File: src/rtl/wb_port_arbiter.sv
// wb_port_arbiter
//
// Owns the single register-file write port. Each cycle it grants the port
// to at most one requester: the in-order pipeline result (pc/alu/imm
// sources) or the oldest returning load (mem source). A pending load that
// keeps losing to the pipeline is forced through after STARVE_MAX losses.
// The grant steers the select of the registered 4:1 write-back mux.
// rf_we/rf_waddr are registered, so they line up with that mux's output.
// Destinations of outstanding loads are kept in an in-order circular FIFO.
// That FIFO, plus the write currently being presented, feeds the RAW
// hazard flags for the decode stage.
//
// Ports
//   clk, rst_n         clock (posedge) and asynchronous active-low reset
//   pipe_valid/src/rd  pipeline write request, mux source, destination
//   pipe_ready         pipeline request granted this cycle
//   ld_issue/_rd       load issued to memory and its destination
//   ld_issue_ready     load FIFO has room
//   ld_valid           oldest load's data is on the mux mem input
//   ld_ready           returning load granted this cycle
//   rs1, rs2           decode-stage source registers
//   rs1/rs2_hazard     source value not yet in the register file
//   wb_sel             write-back mux select
//   rf_we, rf_waddr    register-file write strobe and address (registered)
//   wb_err             sticky protocol-error flag

module wb_port_arbiter #(
  parameter int NUM_LOAD_OUT = 4,
  parameter int STARVE_MAX   = 3
) (
  input  logic       clk,
  input  logic       rst_n,
  input  logic       pipe_valid,
  input  logic [1:0] pipe_src,
  input  logic [4:0] pipe_rd,
  output logic       pipe_ready,
  input  logic       ld_issue,
  input  logic [4:0] ld_issue_rd,
  output logic       ld_issue_ready,
  input  logic       ld_valid,
  output logic       ld_ready,
  input  logic [4:0] rs1,
  input  logic [4:0] rs2,
  output logic       rs1_hazard,
  output logic       rs2_hazard,
  output logic [1:0] wb_sel,
  output logic       rf_we,
  output logic [4:0] rf_waddr,
  output logic       wb_err
);

  localparam int PW = (NUM_LOAD_OUT > 1) ? $clog2(NUM_LOAD_OUT) : 1;
  localparam int CW = $clog2(NUM_LOAD_OUT + 1);
  localparam int SW = $clog2(STARVE_MAX + 1);

  localparam logic [1:0] SEL_ALU     = 2'd1;
  localparam logic [1:0] SEL_MEM     = 2'd2;
  localparam logic [1:0] SRC_ILLEGAL = 2'd2;

  // Load destination FIFO
  logic [4:0]              ldRd_q [NUM_LOAD_OUT];
  logic [NUM_LOAD_OUT-1:0] entryValid_q, entryValid_d;
  logic [PW-1:0]           wrPtr_q, wrPtr_d;
  logic [PW-1:0]           rdPtr_q, rdPtr_d;
  logic [CW-1:0]           count_q, count_d;

  // Arbitration and write-port state
  logic [SW-1:0]           starve_q, starve_d;
  logic                    rfWe_q, rfWe_d;
  logic [4:0]              rfWaddr_q, rfWaddr_d;
  logic                    wbErr_q, wbErr_d;

  logic                    fifoEmpty, fifoFull;
  logic                    pipeReq, ldEligible, starveMax;
  logic                    ldGrant, pipeGrant, anyGrant;
  logic                    push;
  logic [4:0]              headRd, grantRd;
  logic                    hit1, hit2;

  function automatic logic [PW-1:0] ptrNext(input logic [PW-1:0] p);
    return (p == PW'(NUM_LOAD_OUT - 1)) ? '0 : p + 1'b1;
  endfunction

  // Arbitration. An illegal pipe source is not a real request, so it
  // neither wins the port nor holds off a returning load.
  always_comb begin
    fifoEmpty  = (count_q == '0);
    fifoFull   = (count_q == CW'(NUM_LOAD_OUT));
    pipeReq    = pipe_valid && (pipe_src != SRC_ILLEGAL);
    ldEligible = ld_valid && !fifoEmpty;
    starveMax  = (starve_q == SW'(STARVE_MAX));
    ldGrant    = ldEligible && (!pipeReq || starveMax);
    pipeGrant  = pipeReq && !ldGrant;
    anyGrant   = ldGrant || pipeGrant;
    push       = ld_issue && !fifoFull;
    headRd     = ldRd_q[rdPtr_q];
    grantRd    = ldGrant ? headRd : pipe_rd;
  end

  always_comb begin
    if (ldGrant) begin
      wb_sel = SEL_MEM;
    end else if (pipeGrant) begin
      wb_sel = pipe_src;
    end else begin
      wb_sel = SEL_ALU;
    end
  end

  // Next-state logic. Full is judged before any same-cycle pop, so a
  // pop never opens a slot for a push in the same cycle.
  always_comb begin
    entryValid_d = entryValid_q;
    wrPtr_d      = wrPtr_q;
    rdPtr_d      = rdPtr_q;
    count_d      = count_q;
    starve_d     = '0;
    rfWe_d       = anyGrant && (grantRd != 5'd0);
    rfWaddr_d    = anyGrant ? grantRd : rfWaddr_q;
    wbErr_d      = wbErr_q
                   || (ld_valid && fifoEmpty)
                   || (pipe_valid && (pipe_src == SRC_ILLEGAL))
                   || (ld_issue && fifoFull);

    if (ldGrant) begin
      entryValid_d[rdPtr_q] = 1'b0;
      rdPtr_d               = ptrNext(rdPtr_q);
    end
    if (push) begin
      entryValid_d[wrPtr_q] = 1'b1;
      wrPtr_d               = ptrNext(wrPtr_q);
    end

    case ({push, ldGrant})
      2'b10:   count_d = count_q + 1'b1;
      2'b01:   count_d = count_q - 1'b1;
      default: count_d = count_q;
    endcase

    // A losing eligible load ages; any other outcome restarts the count.
    if (ldEligible && !ldGrant) begin
      starve_d = starveMax ? starve_q : starve_q + 1'b1;
    end
  end

  always_ff @(posedge clk or negedge rst_n) begin
    if (!rst_n) begin
      for (int i = 0; i < NUM_LOAD_OUT; i++) begin
        ldRd_q[i] <= '0;
      end
      entryValid_q <= '0;
      wrPtr_q      <= '0;
      rdPtr_q      <= '0;
      count_q      <= '0;
      starve_q     <= '0;
      rfWe_q       <= 1'b0;
      rfWaddr_q    <= '0;
      wbErr_q      <= 1'b0;
    end else begin
      if (push) begin
        ldRd_q[wrPtr_q] <= ld_issue_rd;
      end
      entryValid_q <= entryValid_d;
      wrPtr_q      <= wrPtr_d;
      rdPtr_q      <= rdPtr_d;
      count_q      <= count_d;
      starve_q     <= starve_d;
      rfWe_q       <= rfWe_d;
      rfWaddr_q    <= rfWaddr_d;
      wbErr_q      <= wbErr_d;
    end
  end

  // RAW hazards: any live FIFO entry (including the one popping now) or
  // the write being presented to the register file this cycle.
  always_comb begin
    hit1 = 1'b0;
    hit2 = 1'b0;
    for (int i = 0; i < NUM_LOAD_OUT; i++) begin
      if (entryValid_q[i] && (ldRd_q[i] == rs1)) hit1 = 1'b1;
      if (entryValid_q[i] && (ldRd_q[i] == rs2)) hit2 = 1'b1;
    end
    rs1_hazard = (rs1 != 5'd0) && (hit1 || (rfWe_q && (rfWaddr_q == rs1)));
    rs2_hazard = (rs2 != 5'd0) && (hit2 || (rfWe_q && (rfWaddr_q == rs2)));
  end

  assign pipe_ready     = pipeGrant;
  assign ld_ready       = ldGrant;
  assign ld_issue_ready = !fifoFull;
  assign rf_we          = rfWe_q;
  assign rf_waddr       = rfWaddr_q;
  assign wb_err         = wbErr_q;

endmodule

File: config.mk
export PLATFORM = sky130hd
export DESIGN_NAME = wb_port_arbiter
export DESIGN_NICKNAME = d
export VERILOG_FILES = /design/src/rtl/wb_port_arbiter.sv
export SDC_FILE = /design/constraint.sdc
export NUM_CORES = 1
export LEC_CHECK = 0
export ABC_CLOCK_PERIOD_IN_PS = 6000
export CORE_ASPECT_RATIO = 0.75
export CORE_MARGIN = 10
export CORE_UTILIZATION = 30
export DETAILED_ROUTE_END_ITERATION = 6
export MAX_ROUTING_LAYER = met4
export PLACE_DENSITY = 0.57
export SLEW_MARGIN = 5
export SYNTH_ARGS = -nofsm -noshare
export SYNTH_HDL_FRONTEND = slang
export SYNTH_SLANG_ARGS = --single-unit
export TNS_END_PERCENT = 100
File: constraint.sdc
create_clock -name clk -period 6 [get_ports clk]
set_input_delay 1.2 -clock clk [delete_from_list [all_inputs] [get_ports clk]]
set_output_delay 1.2 -clock clk [all_outputs]
set_load 0.03 [all_outputs]
==> results of run 1 <==
==> metrics by stage <==
stage / instances / utilization [%] / total power [mW] / hold slack [ns] / setup WS (ns)
final: 383 / 38.2 / 1.59 / 0.449 / 1.30
after global routing: 383 / 38.2 / 1.71 / 0.494 / 1.11
after CTS: 383 / 38.2 / 1.61 / 0.453 / 1.29
after detailed placement: 375 / 36.2 / 1.29 / 0.445 / 1.30
after global placement: 375 / 36.2 / 1.28 / 0.432 / 1.26
after floorplan: 241 / - / 1.05 / 0.418 / 2.49
==> power groups by stage <==
stage / Combinational (mW) / Sequential [mW] / Clock (mW)
6_report: 0.682 / 0.601 / 0.306
2_1_floorplan: 0.490 / 0.564 / 0
3_5_place_dp: 0.690 / 0.604 / 0
4_1_cts: 0.694 / 0.599 / 0.313
3_3_place_gp: 0.681 / 0.601 / 0
5_1_grt: 0.760 / 0.623 / 0.326
==> layout make-up <==
class	instances	area, sq um
inverter	14	52.6
tap	108	135
clock buffer	5	125
sequential	40	1000
timing repair buffer	40	395
multi-input combinational	173	1470
clock inverter	3	42.5
fill	854	5200
==> flip-flops by register name, summed over array words and instances, names as in the netlist <==
register / count
rdPtr_q: 2
rf_waddr: 5
ldRd_q: 20
rf_we: 1
entryValid_q: 4
wb_err: 1
starve_q: 2
count_q: 3
wrPtr_q: 2
==> logic make-up (layout without fill, tap and decap cells) <==
logic type      count (synthesis)  in the layout
compound gates                 12             12
mux                            37             37
flops                          40             40
xor+xnor                       53             53
simple gates                   60             60
buf+inv                        28             62
fa+ha+maj                      11             11
==> synthesized netlist by cell type, drive strengths merged <==
| master | n | area share (%) |
|---|---|---|
| a21oi | 1 | 0.19 |
| a221o | 1 | 0.39 |
| a31o | 1 | 0.34 |
| a31oi | 2 | 1.1 |
| and2 | 2 | 0.49 |
| and3 | 1 | 0.24 |
| buf | 5 | 0.92 |
| clkbuf | 9 | 1.3 |
| dfrtp | 40 | 39 |
| fa | 1 | 0.78 |
| ha | 10 | 4.9 |
| inv | 14 | 2.0 |
| mux2 | 21 | 9.2 |
| mux2i | 11 | 4.3 |
| mux4 | 5 | 4.4 |
| nand2 | 23 | 3.4 |
| nand2b | 1 | 0.24 |
| nand3 | 12 | 2.3 |
| nor2 | 5 | 0.73 |
| nor2b | 1 | 0.24 |
| nor4 | 11 | 2.7 |
| nor4b | 1 | 0.34 |
| o21ai | 4 | 0.78 |
| o22a | 2 | 0.68 |
| o31ai | 1 | 0.49 |
| or3 | 1 | 0.24 |
| or4 | 2 | 0.58 |
| xnor2 | 11 | 3.7 |
| xor2 | 42 | 14 |
==> routing by layer <==
layer / routed length (um) / up-vias
met5: 0 / -
met4: 13 / 0
li1: - / 884
met1: 3570 / 919
met2: 2710 / 42
met3: 325 / 2
==> cells in the final DEF, fill, tap and decap left out, drive strengths merged <==
cell type | netlist | routed
xnor2 | 11 | 11
xor2 | 42 | 42
fa | 1 | 1
o21ai | 4 | 4
a31oi | 2 | 2
o31ai | 1 | 1
ha | 10 | 10
nor2b | 1 | 1
nor4 | 11 | 11
clkdlybuf4s50 | 0 | 39
nand2 | 23 | 23
clkinvlp | 0 | 1
a21oi | 1 | 1
dfrtp | 40 | 40
nand3 | 12 | 12
bufinv | 0 | 1
mux2i | 11 | 11
o22a | 2 | 2
and3 | 1 | 1
a221o | 1 | 1
buf | 5 | 1
inv | 14 | 14
and2 | 2 | 2
nor4b | 1 | 1
clkinv | 0 | 1
a31o | 1 | 1
mux4 | 5 | 5
mux2 | 21 | 21
nand2b | 1 | 1
clkbuf | 9 | 5
or3 | 1 | 1
or4 | 2 | 2
nor2 | 5 | 5
==> path summary, 6_finish.rpt <==
check	from	end	slack (ns)	depth (start not counted)
worst max register to register	starve_q[0]	count_q[2]	3.59	9
min in group asynchronous	rst_n	ldRd_q[12]	1.06	1
max in group asynchronous	rst_n	count_q[1]	4.35	1
worst min register to register	starve_q[0]	starve_q[0]	0.45	1
worst min-delay path	starve_q[0]	starve_q[0]	0.45	1
worst max-delay path	rs1[0]	rs1_hazard	1.30	7
==> worst register-to-register path, delay by kind of cell (launching register included) <==
family,cells,cell delay (ns)
xor gates and xnor gates,2,0.30
buffers and inverters,2,0.14
and+or+nand+nor,1,0.15
AOI/OAI and AO/OA,1,0.53
DFF,1,0.35
adders and majority gates,3,0.86
==> flow_metrics.tcl, run 1 <==
set metrics [dict create \
    cts_max_level 2 \
    crit_family "buffers and inverters" \
    p_sw_share_pct 39.8 \
    clk_path_buf_depth 2 \
    synthAdderAreaFrac_pct 5.63 \
    avgSynthCellArea_sq_um 10.7 \
    num_io_pins 41 \
    yosys_warnings 0 \
    grt_use_met1_pct 15.6 \
    cp-start-kind "input pin" \
    cp_max_fo 6 \
    cts_hold_buf 0 \
    cp_num_buf_inv 2 \
    clk_pin_slew_ns 0.06 \
    syn-num-nets 279 \
    gp_congestion 0.876 \
    grt_use_met2_pct 15.1 \
    p_per_area_nw_per_um2 494 \
    cts_tree "yes" \
    synth_top_family_by_area "XOR/XNOR gates" \
    yosysUniqueCellTypes 31 \
    synth-xor-area-share_pct 18.0 \
    crit_required_ns 4.80 \
    finalSetupTns_ns 0 \
    cts_resized 0 \
    seqPwrFrac_pct 37.8 \
    drive_above_1_share_pct 13.8 \
    final_max_slew_viol_count 0 \
    pwr-share-clk_pct 19.3 \
    drc 0 \
    syn-instance-count 241 \
    synth-seq-cells 40 \
    cts_made_buffers 5 \
    synthSimpleGateAreaFrac_pct 11.5 \
    period_minus_slack_ns 4.70 \
    grt_pass1_vias 1954 \
    internal-power_mw 0.956 \
    clockRootBuffer "clkbuf_16" \
    ir_drop_v 0.000285 \
    path_class "in -> out" \
    period_share_pct 78.4 \
    stdcell_area_sq_um 3220 \
    final_nets 312 \
    cts_sinks 40 \
    antenna_cells 0 \
    ant_nets 0 \
    dpl_cell_area_sq_um 3050 \
    syn_area_sq_um 2580 \
    critPathMaxStageDelay_ns 0.70 \
    clk_latency_ns 0.28 \
    muxShareOfSynthArea_pct 17.8 \
    drv_cap 0 \
    hold_viol 0 \
    hold_class "reg -> reg" \
    wl_per_cell_um 17.3 \
    antenna_found_initial 0 \
    dp_hpwl_um 5230 \
    grt_overflow 0 \
    synth-compound-area-share_pct 3.93 \
    grt.busiest_layer "met1" \
    worstMarginPinSlew_ns 0.937 \
    combPwrFrac_pct 42.9 \
    core_sq_um 8420 \
    initialDrtViolationCount 86 \
    slowest_stage "clkdlybuf4s50_1" \
    fmax_mhz 213 \
    worstPathCellList "clkdlybuf4s50_1 -> xor2_1 -> nor4_1 -> nand3_1 -> nand3_1 -> o22a_1 -> clkdlybuf4s50_1" \
    syn_to_final_growth_pct 24.9 \
    switching_power_mw 0.633 \
    slew_headroom_pct 37.5 \
    grtUsageTotal_pct 10.9 \
    crit_arrival_ns 3.50 \
    ys_seq_area_share_pct 38.9 \
    grt_pass1_wl_um 10800 \
    start_util_pct 30.6 \
    totalWireLength_um 6620 \
    post-cts-setup-buffer-count 0 \
    die_h_um 100 \
    via_count 1847 \
    power_leakage_nw 1.37 \
    die_w_um 127 \
    fin_skew_ns 0.00462 \
    finalSetupViolCount 0 \
    dieArea_sq_um 12700 \
    drt-vias-per-instance 4.82 \
    grt_use_met3_pct 2.95 \
    rows 29 \
    numPortBuffers 40 \
    status "finished, final reports clean" \
    critPathCaptureType "output pin" \
    drt-pass1-iter-count 4 \
    rsz0062_at_grt "no" \
    grt_max_degree 41 \
]
Power figures use the tool's default switching activity.
==> inputs of run 2 (changes only) <==
--- a/config.mk
+++ b/config.mk
@@ -5,7 +5,7 @@
 export SDC_FILE = /design/constraint.sdc
 export NUM_CORES = 1
 export LEC_CHECK = 0
-export ABC_CLOCK_PERIOD_IN_PS = 6000
+export ABC_CLOCK_PERIOD_IN_PS = 4460
 export CORE_ASPECT_RATIO = 0.75
 export CORE_MARGIN = 10
 export CORE_UTILIZATION = 30
==> constraint.sdc (replaced) <==
create_clock -name clk -period 4.46 [get_ports clk]
set_input_delay 0.892 -clock clk [delete_from_list [all_inputs] [get_ports clk]]
set_output_delay 0.892 -clock clk [all_outputs]
set_load 0.03 [all_outputs]
==> run 2 against run 1 <==
- worst setup slack worse by 0.96 ns
- sequential cell count stayed put
- register-to-register slack got worse by 1.4 ns
- non-clock buffer count rose by 2
- sequential power rose by 34%
- count of clock-buffer cells in the layout rose by 1
- critical endpoint unchanged
- largest power group unchanged
==> flow_metrics.tcl, run 2 (same netlist as run 1, synthesis figures left out) <==
set metrics [dict create \
    regMostFlops "ldRd_q" \
    clockRootBuffer "clkbuf_16" \
    rows 29 \
    via_count 1821 \
    n_fill_cell 840 \
    dieArea_sq_um 12700 \
    hold_class "reg -> reg" \
    grt_pass1_vias 1968 \
    final_nets 314 \
    rsz0062_at_grt "no" \
    multi_input_area_sq_um 1470 \
    num_io_pins 41 \
    critPathMaxStageDelay_ns 0.69 \
    die_h_um 100 \
    grt_overflow 0 \
    totalWireLength_um 6610 \
    finalSetupViolCount 0 \
    cts_resized 0 \
    p_per_area_nw_per_um2 652 \
    drv_cap 0 \
    ant_nets 0 \
    clk_latency_ns 0.29 \
    cp_num_buf_inv 2 \
    grt_max_degree 41 \
    drive_above_1_share_pct 14.4 \
    initialDrtViolationCount 135 \
    status "finished, final reports clean" \
    grtUsageTotal_pct 11.0 \
    dpl_worst_slack_ns 0.322 \
    final_cell_mix "xor2_1, dfrtp_1, clkdlybuf4s50_1" \
    regArea_sq_um 1000 \
    gp_congestion 0.831 \
    core_sq_um 8420 \
    cts_sinks 40 \
    cp-start-kind "input pin" \
    die_w_um 127 \
    cp_max_fo 6 \
    pwr-share-clk_pct 17.7 \
    syn_to_final_growth_pct 24.9 \
    cts_max_level 2 \
    antenna_cells 0 \
    seqPwrFrac_pct 38.3 \
    power_leakage_nw 1.38 \
    final_util_pct 38.2 \
    start_util_pct 30.6 \
    cts_hold_buf 0 \
    post-cts-setup-buffer-count 0 \
    hold_viol 0 \
    wl_per_cell_um 17.2 \
    combPwrFrac_pct 44.0 \
    fin_skew_ns 0.00541 \
    crit_arrival_ns 3.23 \
    slowest_stage "clkdlybuf4s50_1" \
    worstMarginPinSlew_ns 0.914 \
    grt_pass1_wl_um 10800 \
    antenna_found_initial 0 \
    p_sw_share_pct 40.4 \
    numPortBuffers 40 \
    fmax_mhz 243 \
    internal-power_mw 1.25 \
    finalWorstSetupSlack_ns 0.340 \
    period_share_pct 92.4 \
    largest_reg_flops 20 \
    drc 0 \
    worstPathCellList "clkdlybuf4s50_1 -> xor2_1 -> nor4_1 -> nand3_1 -> nand3_1 -> o22a_1 -> clkdlybuf4s50_1" \
    clk_pin_slew_ns 0.06 \
    mostFrequentLayoutCell "xor2_1" \
    critPathCaptureType "output pin" \
    finalPower_mw 2.10 \
    path_class "in -> out" \
    slew_headroom_pct 39.0 \
    dpl_cell_area_sq_um 3060 \
    crit_required_ns 3.57 \
    finalSetupTns_ns 0 \
    rrSetupSlack_ns 2.19 \
    crit_family "buffers and inverters" \
    final_max_slew_viol_count 0 \
    dp_hpwl_um 5200 \
    stdcell_area_sq_um 3220 \
    cts_tree "yes" \
    drt-vias-per-instance 4.73 \
    drt-pass1-iter-count 4 \
    clk_path_buf_depth 2 \
    period_minus_slack_ns 4.12 \
    switching_power_mw 0.847 \
    cts_made_buffers 5 \
    ir_drop_v 0.000235 \
]
-- run 2: cell count changes in the layout (fill, tap and decap cells not counted) --
| cell | before | now |
|---|---|---|
| clkbuf_8 | 0 | 1 |
| bufinv_16 | 1 | 0 |
| clkinvlp_4 | 1 | 0 |
| inv_6 | 0 | 1 |
| buf_4 | 0 | 2 |
-- run 2: final timing paths --
check | to | start | cells after the start
max in group asynchronous | rf_waddr[0] | rst_n | 1
max reg2reg | count_q[2] | starve_q[0] | 10
min | starve_q[0] | starve_q[0] | 1
min reg2reg | starve_q[0] | starve_q[0] | 1
min in group asynchronous | ldRd_q[7] | rst_n | 1
max | rs1_hazard | rs1[0] | 7
-- run 2: final cells by class --
cell class	count	share of cell area [%]
Timing Repair Buffer	42	12.8
Inverter	14	1.63
Clock inverter	2	0.428
Sequential cell	40	31.1
Multi-Input combinational cell	173	45.5
Tap cell	108	4.20
Clock buffer	6	4.32
-- run 2: power by group through the flow --
stage	registers (mW)	clock network [mW]	logic (mW)
final	0.804	0.370	0.923
after global routing	0.834	0.399	1.01
after detailed placement	0.806	0	0.931
after CTS	0.801	0.381	0.936
after floorplan	0.759	0	0.659
after global placement	0.808	0	0.921
-- run 2: per-stage QoR --
step | hold WS (ns) | std cells
global placement | 0.445 | 377
global route | 0.493 | 385
floorplan | 0.418 | 241
detailed placement | 0.449 | 377
finish | 0.456 | 385
CTS | 0.458 | 385
-- run 2: metal layers --
layer  global-route usage (%)  share of wire, %  vias up
met2                     14.7                39       40
li1                         -                 -      888
met5                        -                 0        -
met4                     2.62              0.67        0
met3                     2.95               4.4        7
met1                     15.7                56      886
==> inputs of run 3 (changes only) <==
==> constraint.sdc (replaced) <==
create_clock -name clk -period 4.46 [get_ports clk]
set_input_delay 0.669 -clock clk [delete_from_list [all_inputs] [get_ports clk]]
set_output_delay 0.669 -clock clk [all_outputs]
set_load 0.03 [all_outputs]
==> run 3 against run 2 <==
- combinational power barely moved
- count of clock-buffer cells in the layout fell by 1
- sequential cell count did not move
- first-iteration DRC count fell by 4.4%
- worst setup slack improved by 0.39 ns
- power rose by 2.0%
- die area did not move
- cell count fell by 0.26%
==> flow_metrics.tcl, run 3 (same netlist as run 1, synthesis figures left out) <==
set metrics [dict create \
    final_nets 313 \
    die_h_um 100 \
    gp_congestion 0.882 \
    final_cell_mix "xor2_1, dfrtp_1, clkdlybuf4s50_1" \
    cts_made_buffers 5 \
    syn_to_final_growth_pct 25.2 \
    p_per_area_nw_per_um2 663 \
    fmax_mhz 268 \
    critPathCaptureType "output pin" \
    seqPwrFrac_pct 37.7 \
    min_path_cells 1 \
    path_class "in -> out" \
    cp-start-kind "input pin" \
    hold_viol 0 \
    post-cts-setup-buffer-count 0 \
    crit_arrival_ns 3.06 \
    drt-pass1-iter-count 4 \
    slew_headroom_pct 37.8 \
    drc 0 \
    clk_path_buf_depth 2 \
    antenna_found_initial 0 \
    period_minus_slack_ns 3.73 \
    finalSetupTns_ns 0 \
    reg2reg_depth 10 \
    fin_skew_ns 0.00463 \
    internal-power_mw 1.29 \
    n_fill_cell 839 \
    drv_cap 0 \
    p_sw_share_pct 39.8 \
    finalSetupViolCount 0 \
    power_leakage_nw 1.38 \
    grtUsageTotal_pct 10.9 \
    pwr-share-clk_pct 19.1 \
    dieArea_sq_um 12700 \
    grt_max_degree 41 \
    drt-vias-per-instance 4.93 \
    cts_sinks 40 \
    cts_hold_buf 0 \
    final_max_slew_viol_count 0 \
    antenna_cells 0 \
    regMostFlops "ldRd_q" \
    via_count 1892 \
    dpl_cell_area_sq_um 3060 \
    clk_pin_slew_ns 0.06 \
    drive_above_1_share_pct 14.1 \
    switching_power_mw 0.850 \
    numPortBuffers 40 \
    ant_nets 0 \
    mostFrequentLayoutCell "xor2_1" \
    cts_resized 0 \
    crit_required_ns 3.79 \
    stdcell_area_sq_um 3220 \
    die_w_um 127 \
    grt_pass1_vias 2025 \
    cts_tree "yes" \
    clockRootBuffer "clkbuf_16" \
    worstMarginPinSlew_ns 0.932 \
    period_share_pct 83.6 \
    largest_reg_flops 20 \
    initialDrtViolationCount 129 \
    rsz0062_at_grt "no" \
    core_sq_um 8420 \
    cts_max_level 2 \
    ir_drop_v 0.000315 \
    dp_hpwl_um 5170 \
    start_util_pct 30.6 \
    wl_per_cell_um 17.2 \
    combPwrFrac_pct 43.2 \
    hold_class "reg -> reg" \
    cp_max_fo 6 \
    rows 29 \
    totalWireLength_um 6600 \
    clk_latency_ns 0.28 \
    grt_overflow 0 \
    grt_pass1_wl_um 10800 \
    num_io_pins 41 \
    status "finished, final reports clean" \
]
-- run 3: changes by cell type in the layout (fill, tap and decap cells not counted), sizes merged --
cell / change
buf: -1
clkinvlp: +1
clkbuf: -1
inv: -1
bufinv: +1
-- run 3: area by class of cell --
type                            count  area [sq um]  share of cell area [%]
Clock buffer                        5           125                    3.88
Multi-Input combinational cell    173          1470                    45.4
Timing Repair Buffer               41           403                    12.5
Tap cell                          108           135                    4.19
Clock inverter                      3          42.5                    1.32
Sequential cell                    40          1000                    31.0
Inverter                           14          52.6                    1.63
-- run 3: power groups by stage --
stage	sequential (mW)	combinational, mW	clock (mW)
after detailed placement	0.809	0.930	0
after CTS	0.803	0.934	0.418
after global placement	0.808	0.920	0
final	0.806	0.923	0.409
after global routing	0.833	1.03	0.434
after floorplan	0.759	0.659	0
-- run 3: critical path, cell delays in order --
cell and delay (ns):
clkdlybuf4s50_1 0.62, xor2_1 0.24, nor4_1 0.37, nand3_1 0.13, nand3_1 0.11, o22a_1 0.21
clkdlybuf4s50_1 0.70
-- run 3: stage by stage --
step | hold slack (ns) | power, mW | cells | worst slack (ns) | utilization (%)
after floorplan | 0.373 | 1.42 | 241 | 1.87 | -
after global placement | 0.432 | 1.73 | 376 | 0.784 | 36.3
after detailed placement | 0.440 | 1.74 | 376 | 0.794 | 36.3
after CTS | 0.447 | 2.15 | 384 | 0.732 | 38.3
after global routing | 0.475 | 2.29 | 384 | 0.625 | 38.3
final | 0.448 | 2.14 | 384 | 0.731 | 38.3
-- run 3: worst paths after layout --
kind                        startpoint          end  slack, ns
max                             rs1[0]   rs1_hazard       0.73
min reg2reg                starve_q[0]  starve_q[0]       0.45
max in group asynchronous        rst_n  rf_waddr[1]       3.35
max reg2reg                starve_q[0]   count_q[2]       2.25
min                        starve_q[0]  starve_q[0]       0.45
min in group asynchronous        rst_n   ldRd_q[12]       0.53
-- run 3: layer usage --
metal  GRT usage, %  part of all wire [%]
met2           14.9                    41
met5              -                     0
met1           15.4                    54
met4           2.53                  0.12
met3           3.05                   4.6
